`src/rtl/mult_sched_pkg.sv`:
```
// Shared types and sizing for the multiplier request scheduler.
package mult_sched_pkg;

    localparam int unsigned NUM_REQ     = 4;
    localparam int unsigned DATA_LEN    = 32;
    localparam int unsigned MUL_LATENCY = 3;
    localparam int unsigned FIFO_DEPTH  = 8;
    localparam int unsigned ID_W        = $clog2(NUM_REQ);

    typedef logic [ID_W-1:0]     t_req_id;
    typedef logic [DATA_LEN-1:0] t_operand;

    typedef struct packed {
        logic    valid;
        t_req_id id;
    } t_tag;

    typedef struct packed {
        t_req_id  id;
        t_operand result;
    } t_rsp;

endpackage

```
`src/rtl/mult_sched_rsp_fifo.sv`:
```
// Response FIFO: storage array plus a registered head, so a pushed entry reaches
// the output one cycle after it lands in storage.
module mult_sched_rsp_fifo
    import mult_sched_pkg::*;
#(
    parameter int unsigned DEPTH = FIFO_DEPTH
) (
    input  logic clk2,
    input  logic reset,
    input  logic push,
    input  t_rsp push_data,
    input  logic pop,
    output logic full_c,
    output logic out_valid,
    output t_rsp out_data
);

    localparam int unsigned AW    = $clog2(DEPTH);
    localparam int unsigned CNT_W = $clog2(DEPTH + 1);

    t_rsp             mem [DEPTH];
    logic [AW-1:0]    wr_ptr;
    logic [AW-1:0]    rd_ptr;
    logic [CNT_W-1:0] mem_cnt;
    logic             load;

    // Refill the head whenever it is empty or being popped this cycle.
    assign load   = (mem_cnt != '0) && (!out_valid || pop);
    assign full_c = (mem_cnt + CNT_W'(out_valid)) == CNT_W'(DEPTH);

    always_ff @(posedge clk2) begin
        if (push) begin
            mem[wr_ptr] <= push_data;
        end
    end

    always_ff @(posedge clk2) begin
        if (reset) begin
            wr_ptr    <= '0;
            rd_ptr    <= '0;
            mem_cnt   <= '0;
            out_valid <= 1'b0;
            out_data  <= '0;
        end else begin
            if (push) begin
                wr_ptr <= wr_ptr + AW'(1);
            end
            if (load) begin
                out_data <= mem[rd_ptr];
                rd_ptr   <= rd_ptr + AW'(1);
            end
            mem_cnt   <= mem_cnt + CNT_W'(push) - CNT_W'(load);
            out_valid <= load || (out_valid && !pop);
        end
    end

endmodule

```
`src/rtl/mult_req_scheduler.sv`:
```
// Round-robin sharing of one pipelined multiplier among NUM_REQ requesters,
// with id tags riding alongside the multiplier and credit-limited issue.
module mult_req_scheduler
    import mult_sched_pkg::*;
(
    input  logic                        clk2,
    input  logic                        reset,
    input  logic [NUM_REQ-1:0]          req_valid,
    output logic [NUM_REQ-1:0]          req_ready,
    input  logic [NUM_REQ*DATA_LEN-1:0] req_a,
    input  logic [NUM_REQ*DATA_LEN-1:0] req_b,
    output logic                        mul_reset,
    output logic [DATA_LEN-1:0]         mul_a,
    output logic [DATA_LEN-1:0]         mul_b,
    input  logic [DATA_LEN-1:0]         mul_result,
    output logic                        rsp_valid,
    input  logic                        rsp_ready,
    output logic [ID_W-1:0]             rsp_id,
    output logic [DATA_LEN-1:0]         rsp_result,
    output logic                        busy
);

    localparam int unsigned CNT_W = $clog2(FIFO_DEPTH + 1);

    t_req_id          ptr;
    t_req_id          ptr_nxt;
    t_req_id          grant_id;
    logic             grant_any;
    logic             can_issue;
    logic             pop;
    logic             push;
    logic             fifo_full_c;
    logic [CNT_W-1:0] outstanding;
    logic [CNT_W-1:0] outstanding_nxt;
    logic [ID_W:0]    idx;
    t_operand         op_a [NUM_REQ];
    t_operand         op_b [NUM_REQ];
    t_tag             tag_pipe [MUL_LATENCY];
    t_rsp             push_data;
    t_rsp             head;

    assign mul_reset = reset;
    assign can_issue = !reset && (outstanding < CNT_W'(FIFO_DEPTH));
    assign pop       = rsp_valid && rsp_ready;
    assign push      = tag_pipe[MUL_LATENCY-1].valid;
    assign push_data = '{id: tag_pipe[MUL_LATENCY-1].id, result: mul_result};
    assign outstanding_nxt = outstanding + CNT_W'(grant_any) - CNT_W'(pop);

    always_comb begin
        for (int k = 0; k < NUM_REQ; k++) begin
            op_a[k] = req_a[k*DATA_LEN +: DATA_LEN];
            op_b[k] = req_b[k*DATA_LEN +: DATA_LEN];
        end
    end

    // Round-robin search starting at ptr, wrapping modulo NUM_REQ.
    always_comb begin
        grant_any = 1'b0;
        grant_id  = '0;
        idx       = '0;
        if (can_issue) begin
            for (int k = 0; k < NUM_REQ; k++) begin
                idx = {1'b0, ptr} + (ID_W+1)'(k);
                if (idx >= (ID_W+1)'(NUM_REQ)) begin
                    idx = idx - (ID_W+1)'(NUM_REQ);
                end
                if (!grant_any && req_valid[idx[ID_W-1:0]]) begin
                    grant_any = 1'b1;
                    grant_id  = idx[ID_W-1:0];
                end
            end
        end
        req_ready = grant_any ? (NUM_REQ'(1) << grant_id) : '0;
        ptr_nxt   = (grant_id == t_req_id'(NUM_REQ - 1)) ? '0 : grant_id + t_req_id'(1);
    end

    always_ff @(posedge clk2) begin
        if (reset) begin
            ptr         <= '0;
            mul_a       <= '0;
            mul_b       <= '0;
            outstanding <= '0;
            busy        <= 1'b0;
            for (int s = 0; s < MUL_LATENCY; s++) begin
                tag_pipe[s] <= '0;
            end
        end else begin
            if (grant_any) begin
                ptr <= ptr_nxt;
            end
            mul_a       <= grant_any ? op_a[grant_id] : '0;
            mul_b       <= grant_any ? op_b[grant_id] : '0;
            tag_pipe[0] <= '{valid: grant_any, id: grant_id};
            for (int s = 1; s < MUL_LATENCY; s++) begin
                tag_pipe[s] <= tag_pipe[s-1];
            end
            outstanding <= outstanding_nxt;
            busy        <= (outstanding_nxt != '0);
        end
    end

    // Credits bound the outstanding ops to FIFO_DEPTH, so a push never meets a full FIFO.
    always_ff @(posedge clk2) begin
        if (!reset) begin
            assert (!(push && fifo_full_c)) else $error("response fifo overflow");
        end
    end

    mult_sched_rsp_fifo #(
        .DEPTH (FIFO_DEPTH)
    ) u_rsp_fifo (
        .clk2      (clk2),
        .reset     (reset),
        .push      (push),
        .push_data (push_data),
        .pop       (pop),
        .full_c    (fifo_full_c),
        .out_valid (rsp_valid),
        .out_data  (head)
    );

    assign rsp_id     = head.id;
    assign rsp_result = head.result;

endmodule

```
`config.mk`:
```
export PLATFORM = sky130hd
export DESIGN_NAME = mult_req_scheduler
export DESIGN_NICKNAME = d
export VERILOG_FILES = /design/src/rtl/mult_sched_pkg.sv /design/src/rtl/mult_sched_rsp_fifo.sv /design/src/rtl/mult_req_scheduler.sv
export SDC_FILE = /design/constraint.sdc
export NUM_CORES = 1
export LEC_CHECK = 0
export ABC_AREA = 1
export CORE_ASPECT_RATIO = 1.4
export CORE_MARGIN = 2
export CORE_UTILIZATION = 54
export DETAILED_ROUTE_END_ITERATION = 10
export PLACE_DENSITY_LB_ADDON = 0.2
export SKIP_LAST_GASP = 1
export SYNTH_ARGS = -nofsm -noshare
export SYNTH_HDL_FRONTEND = slang
export SYNTH_SLANG_ARGS = --single-unit
```
`constraint.sdc`:
```
create_clock -name clk2 -period 4.8 [get_ports clk2]
set_clock_uncertainty 0.1 [all_clocks]
set_input_delay 0.72 -clock clk2 [delete_from_list [all_inputs] [get_ports clk2]]
set_output_delay 0.72 -clock clk2 [all_outputs]
set_load 0.01 [all_outputs]
```
# Yosys cells after proc, flatten, opt, wreduce, memory -nomap -nowiden
# Memories as Yosys holds them, arrays and structs flattened. A register that Yosys moved wholly into a read port is not among the register bits.
# Cells that the tools add are included.
# totals
ff_bits	82
ram_bits	281
out_inout_bits	105
wordCells	105
memories	2
# memory_table
name	words	word_bits	rd	rd_clocked_by_memory_dff	write_ports	line	rtl
u_rsp_fifo.mem	8	34	1	1	1	mult_sched_rsp_fifo.sv:21	t_rsp mem [DEPTH];
tag_pipe	3	3	3	0	3	mult_req_scheduler.sv:38	t_tag tag_pipe [MUL_LATENCY];
# op_classes
addsub	14
n_lt_le_gt_ge	10
n_eq_ne	1
shift	1
n_mux	45
bitwise	5
reduce_logical	18
# op_table
operator	n
binary-select mux 32 bit (select 2 bit)	2
2-to-1 mux 32 bit	4
2-to-1 mux 2 bit	14
2-to-1 mux 1 bit	17
>= comparator 3 bit (second input constant)	4
less-than comparator 2 x 3 -> 1 bit (second input constant)	4
2-to-1 mux 3 bit	3
adder 4 x 1 -> 4 bit	2
binary-select mux 1 bit (select 2 bit)	4
nonzero test 4 bit	2
subtractor 2 x 1 -> 2 bit (second input constant)	4
subtractor 4 x 1 -> 4 bit	2
logical AND 1 bit	7
adder 2 x 2 -> 3 bit (second input constant)	2
adder 3 x 1 -> 3 bit (second input constant)	2
logical NOT 1 bit	6
less-than comparator 4 bit (second input constant)	1
2-to-1 mux 4 bit	1
<< shifter 1 x 2 -> 4 bit (first input constant)	1
adder 2 x 1 -> 3 bit (second input constant)	1
>= comparator 2 x 3 -> 1 bit (second input constant)	1
inverter 2 -> 3 bit	1
OR 1 bit	3
adder 2 x 1 -> 2 bit (second input constant)	1
other kinds (4)	5

# Longest topological paths before layout
# depth
word_depth	23
depth_mapped	17

# Hierarchy
# From an unflattened synthesis, not the netlist that was laid out.
# hier_totals
cells_unflattened	2304
hier_area_um2	19347.3
# by_module_without_submodules
mod	instances	cells_each	area_each_um2	seq_area_each_um2
mult_sched_rsp_fifo	1	1313	13506.7	9068.7
mult_req_scheduler	1	991	5840.6	1601.5

# Worst setup path after synthesis
# OpenSTA, ideal clock, no wires.
# synth_path
path_kind	in2out
startpoint	input req_valid[3]
endpoint	output req_ready[1]
arrival_time_ps	2136
required_time_ps	3980
slack_ps	1844
path_stages	15
path_buffers	2
cell_sequence	inv_1 > nand2_1 > nand3_1 > nand2_2 > nor2_4 > nand3_2 > nand2_4 > inv_2 > nand2_4 > buf_6 > buf_2 > inv_1 > ha_1 > inv_1 > nor2_1
# synth_between
elab_chain_cells	18
# synth_lines
element	line	rtl
start: declaration	mult_req_scheduler.sv:8	input logic [NUM_REQ-1:0] req_valid,
binary-select mux 1 bit (select 2 bit)	mult_req_scheduler.sv:67	if (!grant_any && req_valid[idx[ID_W-1:0]]) begin
2-to-1 mux 1 bit (not written as such)	mult_req_scheduler.sv:67	
2-to-1 mux 1 bit	mult_req_scheduler.sv:67	
2-to-1 mux 1 bit	mult_req_scheduler.sv:61	if (can_issue) begin
logical NOT 1 bit	mult_req_scheduler.sv:67	
logical AND 1 bit	mult_req_scheduler.sv:67	
2-to-1 mux 1 bit	mult_req_scheduler.sv:67	
2-to-1 mux 1 bit	mult_req_scheduler.sv:61	
[3 not listed]	--	
2-to-1 mux 1 bit	mult_req_scheduler.sv:61	
logical NOT 1 bit	mult_req_scheduler.sv:67	
logical AND 1 bit	mult_req_scheduler.sv:67	
2-to-1 mux 2 bit (*)	mult_req_scheduler.sv:67	
2-to-1 mux 2 bit (*)	mult_req_scheduler.sv:61	
via grant_id[0]	mult_req_scheduler.sv:27	t_req_id grant_id;
<< shifter 1 x 2 -> 4 bit (*)	mult_req_scheduler.sv:73	req_ready = grant_any ? (NUM_REQ'(1) << grant_id) : '0;
2-to-1 mux 4 bit (*)	mult_req_scheduler.sv:73	
end: declaration	mult_req_scheduler.sv:9	output logic [NUM_REQ-1:0] req_ready,
# The timed path passes the listed nets; every way through them passes the cells marked *. The select of a mux whose other input is x is not followed.

# Worst setup path in the final report
# layout_path
startpoint	input req_valid[3]
endpoint	output req_ready[3]
# The elaborated chain is that of the path after synthesis.

==> reports/qor.txt <==
======================================================================================
Antenna violations before repair                                                     7
Count of cells along the worst hold path                                             2
Utilization after layout                                                        0.7268
Row cnt                                                                             76
Combinational Power Share                                                        0.395
Peak supply drop                                                              768.5 uV
Source of the worst register-to-register timing path                      u_rsp_fifo.rd_ptr[0]
Hold endpoint                                                             tag_pipe[0][4]
Peak clock frequency supported by timing                                    0.2681 GHz
Req. time, crit path                                                           3.98 ns
Clock slew at the register clock pins of the worst setup and hold paths        0.06 ns
Crit path max fanout                                                                 8
Flop and latch count out of synthesis                                              397
Placed Instances                                                                  2486
Critical path depth in cells                                                        15
Later-pin clock latency in the skew report                                     0.54 ns
Syn_area_per_cell                                                           9.464 um^2
Pin count of the biggest net entering global routing                               194
Dominant cell by count in the synthesized netlist                               nor2_1
Setup repair after global routing missed its margin                                 no
Layout cells sized above 1                                                     0.04843
Count of H-tree levels built during CTS                                              2
Most area-hungry cell type in the Yosys netlist                               edfxtp_1
Buffer and inverter count on the worst path                                          7
Number of max-capacitance violations reported                                        0
Combined global-route utilization of all metal layers                           0.2864
Clock root cell                                                              clkbuf_16
Net total in the final layout                                                     2449
Sum Neg Setup Slack                                                               0 ns
Relative contribution of the clock network to total power                        0.243
Vias in the first global route                                                   13680
Last weighted congestion value of the routability-driven placer                 0.9230
Sequential cell area fraction in the yosys report                               0.6274
I/O Pins                                                                           400
Worst endpoint data arrival time                                               2.91 ns
Area Overhead vs Synth                                                          32.08%
Reg-to-Reg End                                                            u_rsp_fifo.out_data[30]
Worst setup margin                                                            1.070 ns
Fraction of synthesis flops using an asynchronous set or reset pin                   0
Reg2reg path depth                                                                   6
Proportion of power drawn by flip-flops and latches                              0.363
Die area                                                                    32950 um^2
Die Height                                                                    214.0 um
Cells resized by post-CTS repair                                                     0
Num CTS Buffers                                                                     39
Post-Place Setup Slack                                                        1.084 ns
EDFF count, synth                                                                  272
Total count of hold-check failures in the final report                               0
Worst slew margin relative to its limit                                         0.3710
Setup-violating endpoint count in the final report                                   0
Outcome                                                                   finished, final reports clean
Worst-Margin Slew                                                            0.9434 ns
Top cells by area, synth                                                  edfxtp_1 48%, dfxtp_1 15%, nor2_1 7.9%, nand2_1 6.8%, o21ai_0 6.3%
Commonest cells in the synthesized netlist                                358 x nor2_1, 308 x nand2_1, 272 x edfxtp_1
Cell with the biggest individual delay on the critical path               clkdlybuf4s50_1
Number of library cell types mapped by synthesis                                    28
Post-detailed-route DRC marker count                                                 0
Critical path's largest stage delay                                            0.55 ns
Crit-path leading delay family                                            buffers and inverters
Final period demand of the worst path                                         3.730 ns
Post-synth design cell area                                                 17010 um^2
Clock Sink Count                                                                   397
Dominant register cell in the synthesized netlist                             edfxtp_1
Global-route wire length before repair                                        73.44 mm
Clk buf depth                                                                        3
Net switching share of the total power                                          0.3745
Worst hold-check slack                                                       0.3033 ns
Total vias in the final route                                                    14260
Synth warnings                                                                       0
Initial DRC count                                                                 1283
Most Frequent Cell on Critical Path                                              inv_1
Final antenna-violating net count                                                    0
Initial Utilization                                                             0.5503
Fin cells                                                                         2565
Final routed wire length divided by cell count                                18.98 um
Critical path startpoint category                                         primary input
Reported leakage power                                                        8.732 nW
Type of destination of the critical path                                   output port
Residual overflow from global routing                                                0
Pint                                                                          7.698 mW
Detailed-router iteration count before antenna repair                                7
Die span in x                                                                 154.0 um
Final Power                                                                   12.31 mW
Path type of the worst setup path                                            in -> out
Core ar.                                                                    30900 um^2
Post-CTS setup buffer count                                                          0
Switching power summed over all nets                                          4.610 mW
Hold buffers post-CTS                                                                0
Count of final max-slew check failures                                               0
Gate count after technology mapping                                               1797
Placed Area                                                                 21200 um^2
TritonCTS clock tree                                                               yes
Area of all placed cells without fillers                                    22460 um^2
Total routed wirelength                                                       48.67 mm
Average via count per standard cell                                              5.559
HPWL Detailed                                                                 30.51 mm
Hold/Removal Path Class                                                     reg -> reg
Net count after synthesis                                                         2109
Critical Path, Cell by Cell                                               clkdlybuf4s50_1 -> inv_1 -> nand2_1 -> nand3_1 -> nand2_1 -> inv_1 -> nand3_2 -> nand2_4 -> inv_4 -> nand2_8 -> inv_1 -> ha_1 -> inv_1 -> nor2_1 -> clkdlybuf4s50_1
R2R setup slack                                                                1.52 ns
Ratio of total power to cell area                                         548.0 nW/um^2
Share of the synthesized area in the top cell type                              0.4803
Hold_sp                                                                   tag_pipe[0][1]
Number of I/O port buffers                                                         399
Final period util                                                               0.7771
======================================================================================
logic make-up after synthesis:
logic type / share of synthesized area
simple gates: 0.1913
flops: 0.6274
fa+ha+maj: 0.01339
xor+xnor: 0.002060
buf+inv: 0.05923
compound gates: 0.1066
power groups by stage:
| stage | sequential (mW) | clock [mW] | combinational (mW) |
|---|---|---|---|
| after floorplan | 4.55 | 0 | 2.89 |
| after global placement | 4.51 | 0 | 4.70 |
| after detailed placement | 4.52 | 0 | 4.82 |
| after CTS | 4.45 | 3.01 | 4.85 |
| after global routing | 4.50 | 3.15 | 5.39 |
| final | 4.46 | 2.99 | 4.86 |
state kept, by name, indices dropped and copies added (netlist names):
register / count
outstanding: 4
mul_b: 32
u_rsp_fifo.rd_ptr: 3
u_rsp_fifo.out_valid: 1
u_rsp_fifo.out_data: 34
mul_a: 32
u_rsp_fifo.mem: 272
u_rsp_fifo.mem_cnt: 4
ptr: 2
tag_pipe: 9
busy: 1
u_rsp_fifo.wr_ptr: 3
metal layers:
metal | routed length, um | track usage | vias up
li1 | - | - | 6746
met1 | 18050 | 0.3569 | 6658
met2 | 24010 | 0.4867 | 761
met3 | 5103 | 0.06899 | 93
met4 | 1509 | 0.1028 | 0
met5 | 0 | 0 | -
placed cells by master (no fill, tap or decap), types with 2 or more instances in the layout:
cell,synthesis,layout
a21oi_1,44,44
buf_12,0,2
buf_4,15,20
bufinv_16,0,2
clkbuf_1,73,14
clkbuf_16,0,40
clkbuf_8,0,3
clkdlybuf4s50_1,0,399
clkinv_1,1,3
clkinv_2,0,5
clkinvlp_4,0,3
dfxtp_1,125,122
dfxtp_2,0,2
diode_2,0,7
edfxtp_1,272,272
fa_1,2,2
ha_1,15,15
inv_1,114,111
inv_2,4,6
inv_6,0,2
nand2_1,308,306
nand2_2,2,4
nand3_1,138,138
nor2_1,358,350
nor2_4,1,9
o21ai_0,213,213
o221ai_1,34,34
o22ai_1,34,34
xor2_1,3,3
tightest hold or removal path: cells and delay by family, from the launching register on:
family | cells | cell delay (ns)
buf+inv | 1 | 0.04
flops | 1 | 0.30
simple gates | 1 | 0.03
worst max path at each step:
stage | start | to | slack (ns)
after floorplan | req_valid[3] | req_ready[1] | 1.84
after global placement | req_valid[1] | req_ready[3] | 1.13
after detailed placement | req_valid[3] | req_ready[3] | 1.08
after CTS | ptr[0] | req_ready[3] | 1.05
after global routing | ptr[0] | req_ready[2] | 0.79
final | req_valid[3] | req_ready[3] | 1.07
cell type report:
| cell class | instances | area (um^2) |
|---|---|---|
| Tap cell | 390 | 488.0 |
| Inverter | 119 | 450.4 |
| Clock inverter | 15 | 147.6 |
| Multi-Input combinational cell | 1159 | 5403 |
| Clock buffer | 57 | 1095 |
| Sequential cell | 397 | 10680 |
| Timing Repair Buffer | 421 | 4184 |
| Antenna cell | 7 | 17.52 |
| Fill cell | 2220 | 8443 |
(Power assumes the default switching activity.)
